--- config.mk ---
export PLATFORM = sky130hd
export DESIGN_NAME = pio_display_input_ctrl_flat
export DESIGN_NICKNAME = d
export VERILOG_FILES = /design/src/rtl/pio_display_input_ctrl_if.sv /design/src/rtl/pio_display_input_ctrl.sv /design/src/flat_wrapper.sv
export SDC_FILE = /design/constraint.sdc
export NUM_CORES = 1
export LEC_CHECK = 0
export BUFFER_PORTS_ARGS = -buffer_cell sky130_fd_sc_hd__buf_2
export CORE_ASPECT_RATIO = 0.8
export CORE_MARGIN = 3
export CORE_UTILIZATION = 40
export DETAILED_ROUTE_END_ITERATION = 6
export HOLD_SLACK_MARGIN = 0.1
export MAX_ROUTING_LAYER = met4
export PLACE_DENSITY = 0.69
export SLEW_MARGIN = 10
export SYNTH_ARGS = -nofsm -noshare
export SYNTH_HDL_FRONTEND = slang
export SYNTH_SLANG_ARGS = --single-unit
--- constraint.sdc ---
create_clock -name clk_clk -period 2.32 [get_ports clk_clk]
set_input_delay 0.464 -clock clk_clk [delete_from_list [all_inputs] [get_ports clk_clk]]
set_output_delay 0.464 -clock clk_clk [all_outputs]
set_load 0.1 [all_outputs]
--- src/rtl/pio_display_input_ctrl_if.sv ---
// pio_display_input_ctrl_if: Avalon-MM slave bus bundle (address, read/write strobes, write data, registered read data)
interface pio_display_input_ctrl_if;
  logic [3:0] avs_address;
  logic avs_read;
  logic avs_write;
  logic [31:0] avs_writedata;
  logic [31:0] avs_readdata;
  modport slave (input avs_address, avs_read, avs_write, avs_writedata, output avs_readdata);
  modport master (output avs_address, avs_read, avs_write, avs_writedata, input avs_readdata);
endinterface

--- src/rtl/pio_display_input_ctrl.sv ---
// pio_display_input_ctrl: Avalon-MM PIO with debounced inputs, edge capture/IRQ and N-digit muxed 7-seg scan; ports: clk_clk, rst_reset, avs (bus), irq, in_pins, seg_out, digit_sel_n
module pio_display_input_ctrl #(
  parameter int DIGITS = 4,
  parameter int IN_W = 4,
  parameter int DEBOUNCE_CYC = 16,
  parameter int SCAN_DIV = 1000
) (
  input logic clk_clk,
  input logic rst_reset,
  pio_display_input_ctrl_if.slave avs,
  output logic irq,
  input logic [IN_W-1:0] in_pins,
  output logic [6:0] seg_out,
  output logic [DIGITS-1:0] digit_sel_n
);
  localparam int CW = $clog2(DEBOUNCE_CYC);
  localparam int PW = $clog2(SCAN_DIV);
  localparam logic [6:0] HEX [16] = '{7'h40, 7'h79, 7'h24, 7'h30, 7'h19, 7'h12, 7'h02, 7'h78,
                                      7'h00, 7'h10, 7'h08, 7'h03, 7'h46, 7'h21, 7'h06, 7'h0E};
  logic [IN_W-1:0] sync1_q, sync2_q, stable_q, stable_d, edge_q, edge_d, mask_q, w1c;
  logic [CW-1:0] cnt_q [IN_W];
  logic [CW-1:0] cnt_d [IN_W];
  logic [PW-1:0] presc_q;
  logic [2:0] idx_q;
  logic mode_q, irq_q, wr_digit, scan_tc;
  logic [7:0] digit_q [8];
  logic [7:0] cur;
  logic [6:0] seg_q, seg_d;
  logic [DIGITS-1:0] sel_q;
  logic [31:0] rdata_q, rdata_d;
  always_comb begin
    stable_d = stable_q;
    for (int i = 0; i < IN_W; i++) begin
      cnt_d[i] = '0;
      if (sync2_q[i] != stable_q[i]) begin
        if (cnt_q[i] == CW'(DEBOUNCE_CYC - 1)) stable_d[i] = sync2_q[i];
        else cnt_d[i] = cnt_q[i] + 1'b1;
      end
    end
  end
  assign w1c = (avs.avs_write && avs.avs_address == 4'h1) ? avs.avs_writedata[IN_W-1:0] : '0;
  assign edge_d = (edge_q & ~w1c) | (stable_d & ~stable_q);
  assign wr_digit = avs.avs_write && avs.avs_address[3] && int'(avs.avs_address[2:0]) < DIGITS;
  assign scan_tc = presc_q == PW'(SCAN_DIV - 1);
  assign cur = digit_q[idx_q];
  assign seg_d = cur[7] ? 7'h7F : mode_q ? ~cur[6:0] : HEX[cur[3:0]];
  always_comb begin
    rdata_d = '0;
    case (avs.avs_address)
      4'h0: rdata_d[IN_W-1:0] = stable_q;
      4'h1: rdata_d[IN_W-1:0] = edge_q;
      4'h2: rdata_d[IN_W-1:0] = mask_q;
      4'h3: rdata_d[0] = mode_q;
      default: rdata_d[7:0] = (avs.avs_address[3] && int'(avs.avs_address[2:0]) < DIGITS) ? digit_q[avs.avs_address[2:0]] : 8'h00;
    endcase
  end
  always_ff @(posedge clk_clk) begin
    if (rst_reset) begin
      sync1_q <= '0;
      sync2_q <= '0;
      stable_q <= '0;
      edge_q <= '0;
      mask_q <= '0;
      mode_q <= 1'b0;
      irq_q <= 1'b0;
      presc_q <= '0;
      idx_q <= '0;
      seg_q <= 7'h7F;
      sel_q <= ~DIGITS'(1);
      rdata_q <= '0;
      for (int i = 0; i < IN_W; i++) cnt_q[i] <= '0;
      for (int k = 0; k < 8; k++) digit_q[k] <= 8'h80;
    end else begin
      sync1_q <= in_pins;
      sync2_q <= sync1_q;
      stable_q <= stable_d;
      edge_q <= edge_d;
      for (int i = 0; i < IN_W; i++) cnt_q[i] <= cnt_d[i];
      irq_q <= |(edge_q & mask_q);
      if (avs.avs_write && avs.avs_address == 4'h2) mask_q <= avs.avs_writedata[IN_W-1:0];
      if (avs.avs_write && avs.avs_address == 4'h3) mode_q <= avs.avs_writedata[0];
      if (wr_digit) digit_q[avs.avs_address[2:0]] <= avs.avs_writedata[7:0];
      if (avs.avs_read) rdata_q <= rdata_d;
      presc_q <= scan_tc ? '0 : presc_q + 1'b1;
      if (scan_tc) idx_q <= idx_q == 3'(DIGITS - 1) ? '0 : idx_q + 1'b1;
      if (presc_q == '0) begin
        seg_q <= seg_d;
        sel_q <= ~(DIGITS'(1) << idx_q);
      end
    end
  end
  assign avs.avs_readdata = rdata_q;
  assign irq = irq_q;
  assign seg_out = seg_q;
  assign digit_sel_n = sel_q;
endmodule

--- src/flat_wrapper.sv ---
// flat-port wrapper written by rule: the top's interface ports become plain ports
module pio_display_input_ctrl_flat 
#(
  parameter int DIGITS = 4,
  parameter int IN_W = 4,
  parameter int DEBOUNCE_CYC = 16,
  parameter int SCAN_DIV = 1000
)
  (clk_clk, rst_reset, irq, in_pins, seg_out, digit_sel_n, avs_avs_address, avs_avs_read, avs_avs_write, avs_avs_writedata, avs_avs_readdata);
  pio_display_input_ctrl_if avs_i ();
  input logic clk_clk;
  input logic rst_reset;
  output logic irq;
  input logic [IN_W-1:0] in_pins;
  output logic [6:0] seg_out;
  output logic [DIGITS-1:0] digit_sel_n;
  input wire logic [$bits(avs_i.avs_address)-1:0] avs_avs_address;
  input wire logic [$bits(avs_i.avs_read)-1:0] avs_avs_read;
  input wire logic [$bits(avs_i.avs_write)-1:0] avs_avs_write;
  input wire logic [$bits(avs_i.avs_writedata)-1:0] avs_avs_writedata;
  output wire logic [$bits(avs_i.avs_readdata)-1:0] avs_avs_readdata;
  assign avs_i.avs_address = avs_avs_address;
  assign avs_i.avs_read = avs_avs_read;
  assign avs_i.avs_write = avs_avs_write;
  assign avs_i.avs_writedata = avs_avs_writedata;
  assign avs_avs_readdata = avs_i.avs_readdata;
  pio_display_input_ctrl #(.DIGITS(DIGITS), .IN_W(IN_W), .DEBOUNCE_CYC(DEBOUNCE_CYC), .SCAN_DIV(SCAN_DIV)) u_core (.clk_clk(clk_clk), .rst_reset(rst_reset), .avs(avs_i), .irq(irq), .in_pins(in_pins), .seg_out(seg_out), .digit_sel_n(digit_sel_n));
endmodule
-- Yosys cells after proc, flatten, opt, wreduce, memory -nomap -nowiden
Memory sizes are Yosys's and may differ from the RTL's. A register that Yosys moved wholly into a read port is not among the register bits.
Index checks and enable logic that the tools add are counted.
- register bits: 54
- bits in writable memories: 80
- ROM bits: 112
- input bits: 44
- output and inout port bits: 44
- word-level logic and storage cells: 103
- memories kept: 3
- memories (name ; words ; bits a word ; rd ports ; clocked after memory_dff ; write ports ; line ; RTL):
    (name not given) ; 16 ; 7 ; 1 ; 0 ; 0 ; pio_display_input_ctrl.sv:46 ; assign seg_d = cur[7] ? 7'h7F : mode_q ? ~cur[6:0] : HEX[cur[3:0]];
    u_core.digit_q ; 8 ; 8 ; 2 ; 1 ; 8 ; pio_display_input_ctrl.sv:26 ; logic [7:0] digit_q [8];
    u_core.cnt_q ; 4 ; 4 ; 4 ; 0 ; 4 ; pio_display_input_ctrl.sv:21 ; logic [CW-1:0] cnt_q [IN_W];
- add/sub/neg operators: 6
- order comparisons: 2
- eq/ne operators: 13
- shift operators: 1
- multiplexer cells: 41
- bitwise gates (word level): 13
- reduce and logical (&&, ||, !) cells: 12
- operators with widths (cell ; count):
    4-bit 2-to-1 mux ; 14
    7-bit 2-to-1 mux ; 4
    4-bit by 1-bit adder with 4-bit output, second input constant ; 4
    4-bit equality test, second input constant ; 4
    8-bit 2-to-1 mux ; 2
    1-bit 2-to-1 mux ; 15
    4-bit bitwise AND ; 3
    3-bit 2-to-1 mux ; 4
    4-bit inverter ; 3
    3-bit case mux with 4 select lines ; 1
    10-bit by 1-bit adder with 10-bit output, second input constant ; 1
    10-bit equality test, second input constant ; 1
    10-bit zero test ; 1
    4-bit by 2-bit equality test with 1-bit output, second input constant ; 2
    4-bit OR reduction ; 2
    8-bit OR reduction ; 1
    7-bit inverter ; 1
    1-bit logical AND ; 6
    5-bit greater-or-equal comparator, second input constant ; 1
    4-bit inverter with 5-bit output ; 1
    4-bit by 1-bit equality test with 1-bit output, second input constant ; 1
    4-bit zero test ; 1
    1-bit inequality test ; 4
    1-bit OR ; 4
    7 further kinds ; 7

-- Logic depth before layout (Yosys ltp)
Gate-level depths: netlist (run 1).
- depth in word-level cells: 7
- depth in mapped cells: 10
- mapped depth without buffers: 8

-- Worst setup path after synthesis (run 1)
Ideal clock, no wire load.
- path type: register to register
- from: register (tool-made name)
- to: register u_core.seg_q[0] (netlist: u_core.seg_out[0])
- library setup time: 0.126 ns
- arrival: 2.389 ns
- required time: 2.194 ns
- setup slack: -0.195 ns
- cell stages (with the launch flop): 9
- buffers on the path: 1
- period minus slack after synthesis: 2.515 ns
- cell sequence: dfxtp_1 > buf_6 > mux4_1 > mux2i_1 > inv_1 > ha_1 > mux2_4 > a2111oi_4 > a21oi_2
- RTL lines (item ; line ; RTL):
    end signal, assigned ; pio_display_input_ctrl.sv:87 ; seg_q <= seg_d;
    end, declared ; pio_display_input_ctrl.sv:28 ; logic [6:0] seg_q, seg_d;

==> out/metrics.csv, run 1 <==
stage,metric,value,unit
clock_tree,hold_buffers,0,
grt,grt_max_degree,82,
synthesis,synth_mux_area_frac,0.125,
clock_tree,post-cts-setup-buffer-count,0,
clock_tree,cts_htree_levels,4,
sta,slew_headroom,0.558,
final_layout,final_cell_count_no_fill,887,
synthesis,synthDistinctLibCells,56,
sta,worst_pin_slew,0.662,ns
place,placed_cells_incl_taps,855,
floorplanning,die-height,120,um
synthesis,synthAdderAreaFrac,0.0309,
drt,drt_wl_total,14300,um
clock_tree,tritoncts,built,
synthesis,ys_warn_count,0,
synthesis,synth_compound_area_frac,0.0809,
grt,overflow,0,
flow_run,maxCapViolCount,0,
sta,final.min_clock_period,2.24,ns
sta,skew,0.00716,ns
drt,drt-pass1-iter-count,4,
synthesis,yosysTopAreaCell,edfxtp_1,
clock_tree,path_clk_slew,0.06,ns
sta,fmax,447,MHz
drt,dr.first_iter.drc_count,403,
floorplanning,die_w,148,um
sta,maxSlewViolCount,0,
grt,grt_pass1_wl,22900,um
worst_setup_path,crit_type,flip-flop to flip-flop,
synthesis,synth_top_area_share,0.297,
place,dp_hpwl,10100,um
drt,vias,4485,
pwr,power.density,795,mW/mm2
grt,grt_pass1_vias,4332,
synthesis,synthTopCellsByCount,"dfxtp_1, edfxtp_1, nor2_1",
floorplanning,io_pins,88,
synthesis,synth_xor_area_frac,0.0271,
worst_hold_path,hold_path_end,u_core.sync1_q[0]$_SDFF_PP0_,
sta,fin_crit_sh,0.965,
synthesis,synth_simple_gate_area_frac,0.155,
worst_setup_path,crit_fanout,6,
worst_setup_path,reg2reg_setup_slack,0.08,ns
worst_setup_path,required,2.62,ns
synthesis,synth_area,0.00647,mm2
outcome,outcome,completed,
sta,setup_viol,0,
synthesis,yosysMostFrequentCell,dfxtp_1,
final_layout,diodes,0,
synthesis,synth_ff_type,dfxtp_1,
clock_tree,clock_path_buffers,2,
clock_tree,clk_latency,0.42,ns
worst_hold_path,min_from,in_pins[0],
clock_tree,cts-root-buf,clkbuf_16,
worst_setup_path,regToRegEndpoint,u_core.seg_out[4]$_SDFFE_PP1N_,
floorplanning,core_area,0.0154,mm2
pwr,ir_worst_vdd,542,uV
place,io_buffer_count,39,
floorplanning,start_util,0.420,
floorplanning,die-area,0.0177,mm2
drt,ant_nets,0,
clock_tree,clkSinkCount,137,
drt,remaining_drc_errors,0,
synthesis,syn_inst,574,
synthesis,yosys-top-cells-area,"edfxtp_1, dfxtp_1, mux4_2",
synthesis,synthArstFlopShare,0,
sta,final-hold-violation-count,0,
sta,tns,0,ns
place,gp_congestion,0.870,
clock_tree,cts_buffers,17,
synthesis,synth_edf_count,64,
pwr,p_leak,2.97,nW
synthesis,synth-seq-area-share,0.523,
final_layout,drive_above_1_share,0.204,
worst_setup_path,endpoint_kind,flip-flop,
worst_setup_path,reg2regPathDepth,8,
synthesis,syn_area_per_cell,11.3,um2
final_layout,fin_nets,724,
grt,grt_use_total,0.169,
worst_setup_path,start_kind,flip-flop,
sta,rsz0062_at_grt,no,
worst_hold_path,min_delay_path_depth,2,
final_layout,syn_to_final_growth,19.2,%
synthesis,synth_top_family_by_area,simple AND/OR/NAND/NOR gates,
worst_hold_path,hp-class,primary input to flip-flop,
final_layout,n_fill_cell,1364,
drt,wl_per_cell,16.1,um
floorplanning,rows,40,
synthesis,ys_ff_latch,137,
worst_setup_path,worstPathArrival,2.53,ns
grt,antenna_found_initial,0,
drt,vias_per_cell,5.06,
==> registers in the layout, summed over array words and instances, names as in the netlist, named ones only <==
register	flops
u_core.mode_q	1
u_core.edge_q	4
u_core.digit_q	64
u_core.idx_q	3
u_core.presc_q	10
u_core.cnt_q	16
u_core.irq	1
u_core.seg_out	7
u_core.sync2_q	4
u_core.digit_sel_n	4
u_core.mask_q	4
u_core.stable_q	4
u_core.sync1_q	4
u_core.avs.avs_readdata	8
==> cells in the final DEF (no fill, tap or decap), types with 3 or more instances in the layout <==
cell / netlist / final
dfxtp_1: 73 / 72
edfxtp_1: 64 / 64
nor2_1: 63 / 63
conb_1: 2 / 56
buf_2: 6 / 39
nand2_1: 33 / 33
and2_1: 32 / 31
a21oi_1: 30 / 29
buf_4: 25 / 29
mux2i_1: 29 / 28
clkbuf_16: 0 / 21
mux4_2: 17 / 19
inv_1: 16 / 16
nand3_1: 16 / 16
xnor2_1: 15 / 15
ha_1: 16 / 15
nor2b_1: 13 / 13
o21ai_0: 11 / 11
nor3_1: 9 / 9
and3_1: 9 / 9
or3_1: 6 / 6
nand2b_1: 5 / 5
or2_2: 5 / 5
xor2_1: 5 / 5
nand4_1: 3 / 3
a32oi_1: 3 / 3
clkinv_4: 0 / 3
clkinv_2: 0 / 3
==> layer usage <==
metal  up-vias  global-route usage  wire length (um)
met5         -                   -                 0
met4         0              0.0542               200
met3        21              0.0396               884
met2       156               0.244              6400
met1      2146               0.237              6790
li1       2162                   -                 -
==> per-stage QoR <==
| stage | area, um2 | setup WS, ns | hold WS, ns | power [mW] | utilization |
|---|---|---|---|---|---|
| 5_1_grt | 7710 | 0.0156 | 0.252 | 6.32 | 0.500 |
| 6_report | 7710 | 0.0823 | 0.252 | 6.13 | 0.500 |
| 2_1_floorplan | 6680 | 0.00132 | 0.414 | 3.32 | - |
| 3_3_place_gp | 7080 | -0.00250 | 0.419 | 3.44 | 0.460 |
| 3_5_place_dp | 7080 | -0.000172 | 0.428 | 3.45 | 0.460 |
| 4_1_cts | 7690 | 0.0108 | 0.242 | 6.16 | 0.499 |
==> kinds of logic after synthesis <==
logic type | after synthesis
and+or+nand+nor | 201
adders and majority gates | 16
DFF | 137
other | 2
muxes | 52
AOI/OAI and AO/OA | 76
buffers and inverters | 70
xor gates and xnor gates | 20
==> power by group <==
part | switching (mW) | internal (mW)
sequential | 0.0598 | 2.64
clock | 1.05 | 1.67
combinational | 0.521 | 0.186
total | 1.63 | 4.50
==> how the worst max path moves through the flow <==
stage,start,endpoint,slack (ns)
6_report,flip-flop,u_core.seg_out[4]$_SDFFE_PP1N_,0.08
5_1_grt,flip-flop,u_core.seg_out[4]$_SDFFE_PP1N_,0.02
4_1_cts,flip-flop,u_core.seg_out[0]$_SDFFE_PP1N_,0.01
3_5_place_dp,flip-flop,u_core.seg_out[0]$_SDFFE_PP1N_,-0.0002
3_3_place_gp,flip-flop,u_core.seg_out[0]$_SDFFE_PP1N_,-0.003
2_1_floorplan,flip-flop,u_core.seg_out[0]$_SDFFE_PP1N_,0.001
==> area by class of cell <==
| cell class | count | area [um2] | area share |
|---|---|---|---|
| clock inverters | 7 | 50.0 | 0.00649 |
| multi-input cells | 421 | 2940 | 0.381 |
| repair buffers | 70 | 453 | 0.0588 |
| inverters | 17 | 63.8 | 0.00828 |
| clock buffers | 25 | 554 | 0.0719 |
| flip-flops and latches | 137 | 3380 | 0.439 |
| well taps | 210 | 263 | 0.0341 |
==> critical path, cell delays in order (launching register included) <==
cell and delay (ns):
dfxtp_2 0.34, buf_12 0.12, mux4_2 0.53, mux2i_4 0.18, inv_1 0.08, ha_2 0.19, and4b_1 0.18, a221oi_1 0.38
o21ai_0 0.12
==> timing repair <==
| action | CTS | global route |
|---|---|---|
| endpoints found under the hold margin | 0 | 0 |
| pin swaps | 0 | 2 |
| setup endpoints to repair | 1 | 7 |
| resized for setup | 1 | 6 |
No activity file was read; power rests on OpenSTA's default activity.
==> run 2, diff against run 1 <==
--- a/config.mk
+++ b/config.mk
@@ -13,6 +13,7 @@
 export HOLD_SLACK_MARGIN = 0.1
 export MAX_ROUTING_LAYER = met4
 export PLACE_DENSITY = 0.69
+export RECOVER_POWER = 25
 export SLEW_MARGIN = 10
 export SYNTH_ARGS = -nofsm -noshare
 export SYNTH_HDL_FRONTEND = slang
==> run 2 against run 1 <==
Against the previous run: via count about the same; the flow now finishes with violations (max-capacitance violations, max-slew violations); global-route usage stayed put; maximum frequency hardly changed; clock-buffer cell count is the same; power hardly changed; utilization fell by 0.097 points; die area unchanged; critical path type unchanged; final area down 0.19%.
==> out/metrics.csv, run 2 (synthesized netlist as in run 1, its figures left out) <==
stage,metric,value,unit,change
grt,overflow,0,,unchanged
grt,grt.met1_usage,0.237,,unchanged
final_layout,fin_util,0.499,,-0.000974
clock_tree,clock_path_buffers,2,,unchanged
floorplanning,die-height,120,um,unchanged
worst_setup_path,endpoint_kind,flip-flop,,
final_layout,final_common_cell,dfxtp_1,,
floorplanning,die_w,148,um,unchanged
grt,grt_pass1_wl,22900,um,unchanged
floorplanning,rows,40,,unchanged
worst_hold_path,min_from,in_pins[0],,
drt,vias_per_cell,5.06,,about the same
clock_tree,post-cts-setup-buffer-count,0,,unchanged
final_layout,reg.largest.list,"u_core.digit_q: 64 flops, u_core.cnt_q: 16 flops, u_core.presc_q: 10 flops",,
final_layout,n_fill_cell,1366,,+0.15%
sta,skew,0.00715,ns,-0.00000469 ns
place,io_buffer_count,39,,unchanged
sta,fmax,447,MHz,about the same
sta,final.min_clock_period,2.24,ns,+0.00106 ns
grt,use_met3,0.0396,,unchanged
clock_tree,tritoncts,built,,
clock_tree,clkSinkCount,137,,unchanged
outcome,outcome,finished with violations,,
clock_tree,clk_latency,0.42,ns,about the same
drt,dr.first_iter.drc_count,403,,unchanged
pwr,p_leak,2.97,nW,-0.18%
final_layout,largest_reg_flops,64,,unchanged
clock_tree,path_clk_slew,0.06,ns,about the same
flow_run,maxCapViolCount,1,,+1
grt,grt_pass1_vias,4332,,unchanged
grt,grt_use_total,0.169,,unchanged
sta,maxSlewViolCount,82,,+82
sta,rsz0062_at_grt,no,,
place,dp_hpwl,10100,um,unchanged
clock_tree,cts-root-buf,clkbuf_16,,
drt,remaining_drc_errors,0,,unchanged
final_layout,syn_to_final_growth,18.9,%,
sta,tns,0,ns,unchanged
floorplanning,die-area,0.0177,mm2,unchanged
sta,final-hold-violation-count,0,,unchanged
clock_tree,cts_htree_levels,4,,unchanged
floorplanning,core_area,0.0154,mm2,unchanged
drt,wl_per_cell,16.1,um,about the same
final_layout,top_register,u_core.digit_q,,
worst_setup_path,crit_fanout,6,,unchanged
worst_setup_path,crit_type,flip-flop to flip-flop,,
worst_setup_path,start_kind,flip-flop,,
floorplanning,io_pins,88,,unchanged
sta,setup_viol,0,,unchanged
grt,grt_max_degree,82,,unchanged
sta,slew_headroom,-0.0857,,-0.644
drt,drt-pass1-iter-count,4,,unchanged
worst_hold_path,hp-class,primary input to flip-flop,,
sta,worst_pin_slew,1.63,ns,+0.967 ns
place,gp_congestion,0.870,,unchanged
grt,antenna_found_initial,0,,unchanged
final_layout,final_cell_mix,"dfxtp_1, edfxtp_1, nor2_1",,
clock_tree,hold_buffers,0,,unchanged
pwr,ir_worst_vdd,542,uV,about the same
clock_tree,cts_buffers,17,,unchanged
worst_setup_path,worstPathArrival,2.53,ns,about the same
worst_setup_path,required,2.61,ns,about the same
final_layout,drive_above_1_share,0.204,,unchanged
drt,ant_nets,0,,unchanged
grt,busiest_layer,met2,,
sta,fin_crit_sh,0.965,,about the same
drt,drt_wl_total,14300,um,about the same
final_layout,multi_input_area,0.00294,mm2,unchanged
final_layout,diodes,0,,unchanged
pwr,power.density,796,mW/mm2,+0.14%
outcome,violations,"max-capacitance violations, max-slew violations",,
final_layout,fin_nets,724,,unchanged
grt,gr-usage-met2,0.244,,unchanged
floorplanning,start_util,0.420,,unchanged
final_layout,seq_area,0.00338,mm2,unchanged
drt,vias,4486,,+0.022%
[run 2: worst paths after layout]
path | to | slack [ns] | cells past startpoint
setup / recovery | u_core.seg_out[4]$_SDFFE_PP1N_ | 0.08 | 8
hold / removal | u_core.sync1_q[0]$_SDFF_PP0_ | 0.25 | 2
setup reg to reg | u_core.seg_out[4]$_SDFFE_PP1N_ | 0.08 | 8
hold reg to reg | u_core.sync2_q[0]$_SDFF_PP0_ | 0.44 | 1
[run 2: layer usage]
| layer | part of all wire | wire length [um] |
|---|---|---|
| met1 | 0.48 | 6790 |
| met2 | 0.45 | 6400 |
| met3 | 0.062 | 881 |
| met4 | 0.014 | 200 |
| met5 | 0 | 0 |
[run 2: final cells by class]
cell class | count | share of cell area
flip-flops and latches | 137 | 0.440
multi-input cells | 421 | 0.382
clock buffers | 25 | 0.0720
repair buffers | 70 | 0.0569
well taps | 210 | 0.0342
inverters | 17 | 0.00829
clock inverters | 7 | 0.00651
[run 2: metrics by stage]
| step | hold WS [ns] | setup slack, ns | instance area [um2] | power, mW | instances |
|---|---|---|---|---|---|
| 2_1_floorplan | 0.414 | 0.00132 | 6680 | 3.32 | 628 |
| 3_3_place_gp | 0.419 | -0.00250 | 7080 | 3.44 | 855 |
| 3_5_place_dp | 0.428 | -0.000172 | 7080 | 3.45 | 855 |
| 4_1_cts | 0.242 | 0.0108 | 7690 | 6.16 | 887 |
| 5_1_grt | 0.252 | 0.0127 | 7690 | 6.32 | 887 |
| 6_report | 0.250 | 0.0812 | 7690 | 6.12 | 887 |
[run 2: what timing repair did]
| action | 4_1_cts | 5_1_grt |
|---|---|---|
| setup endpoints to repair | 1 | 7 |
| resized for setup | 1 | 6 |
| cloned | 0 | 0 |
| pin swaps | 0 | 2 |
[run 2: worst max-delay path: stages (launching register included)]
cell and delay (ns):
dfxtp_2 0.34, buf_12 0.12, mux4_2 0.53, mux2i_4 0.18
inv_1 0.08, ha_2 0.19, and4b_1 0.18, a221oi_1 0.38
o21ai_0 0.12
[run 2: report_power, final]
part / total (mW) / internal (mW) / switching (mW) / leakage [nW]
Combinational: 0.703 / 0.183 / 0.520 / 1.45
Clock: 2.72 / 1.67 / 1.05 / 0.302
Sequential: 2.70 / 2.65 / 0.0598 / 1.21
Total: 6.12 / 4.50 / 1.63 / 2.97
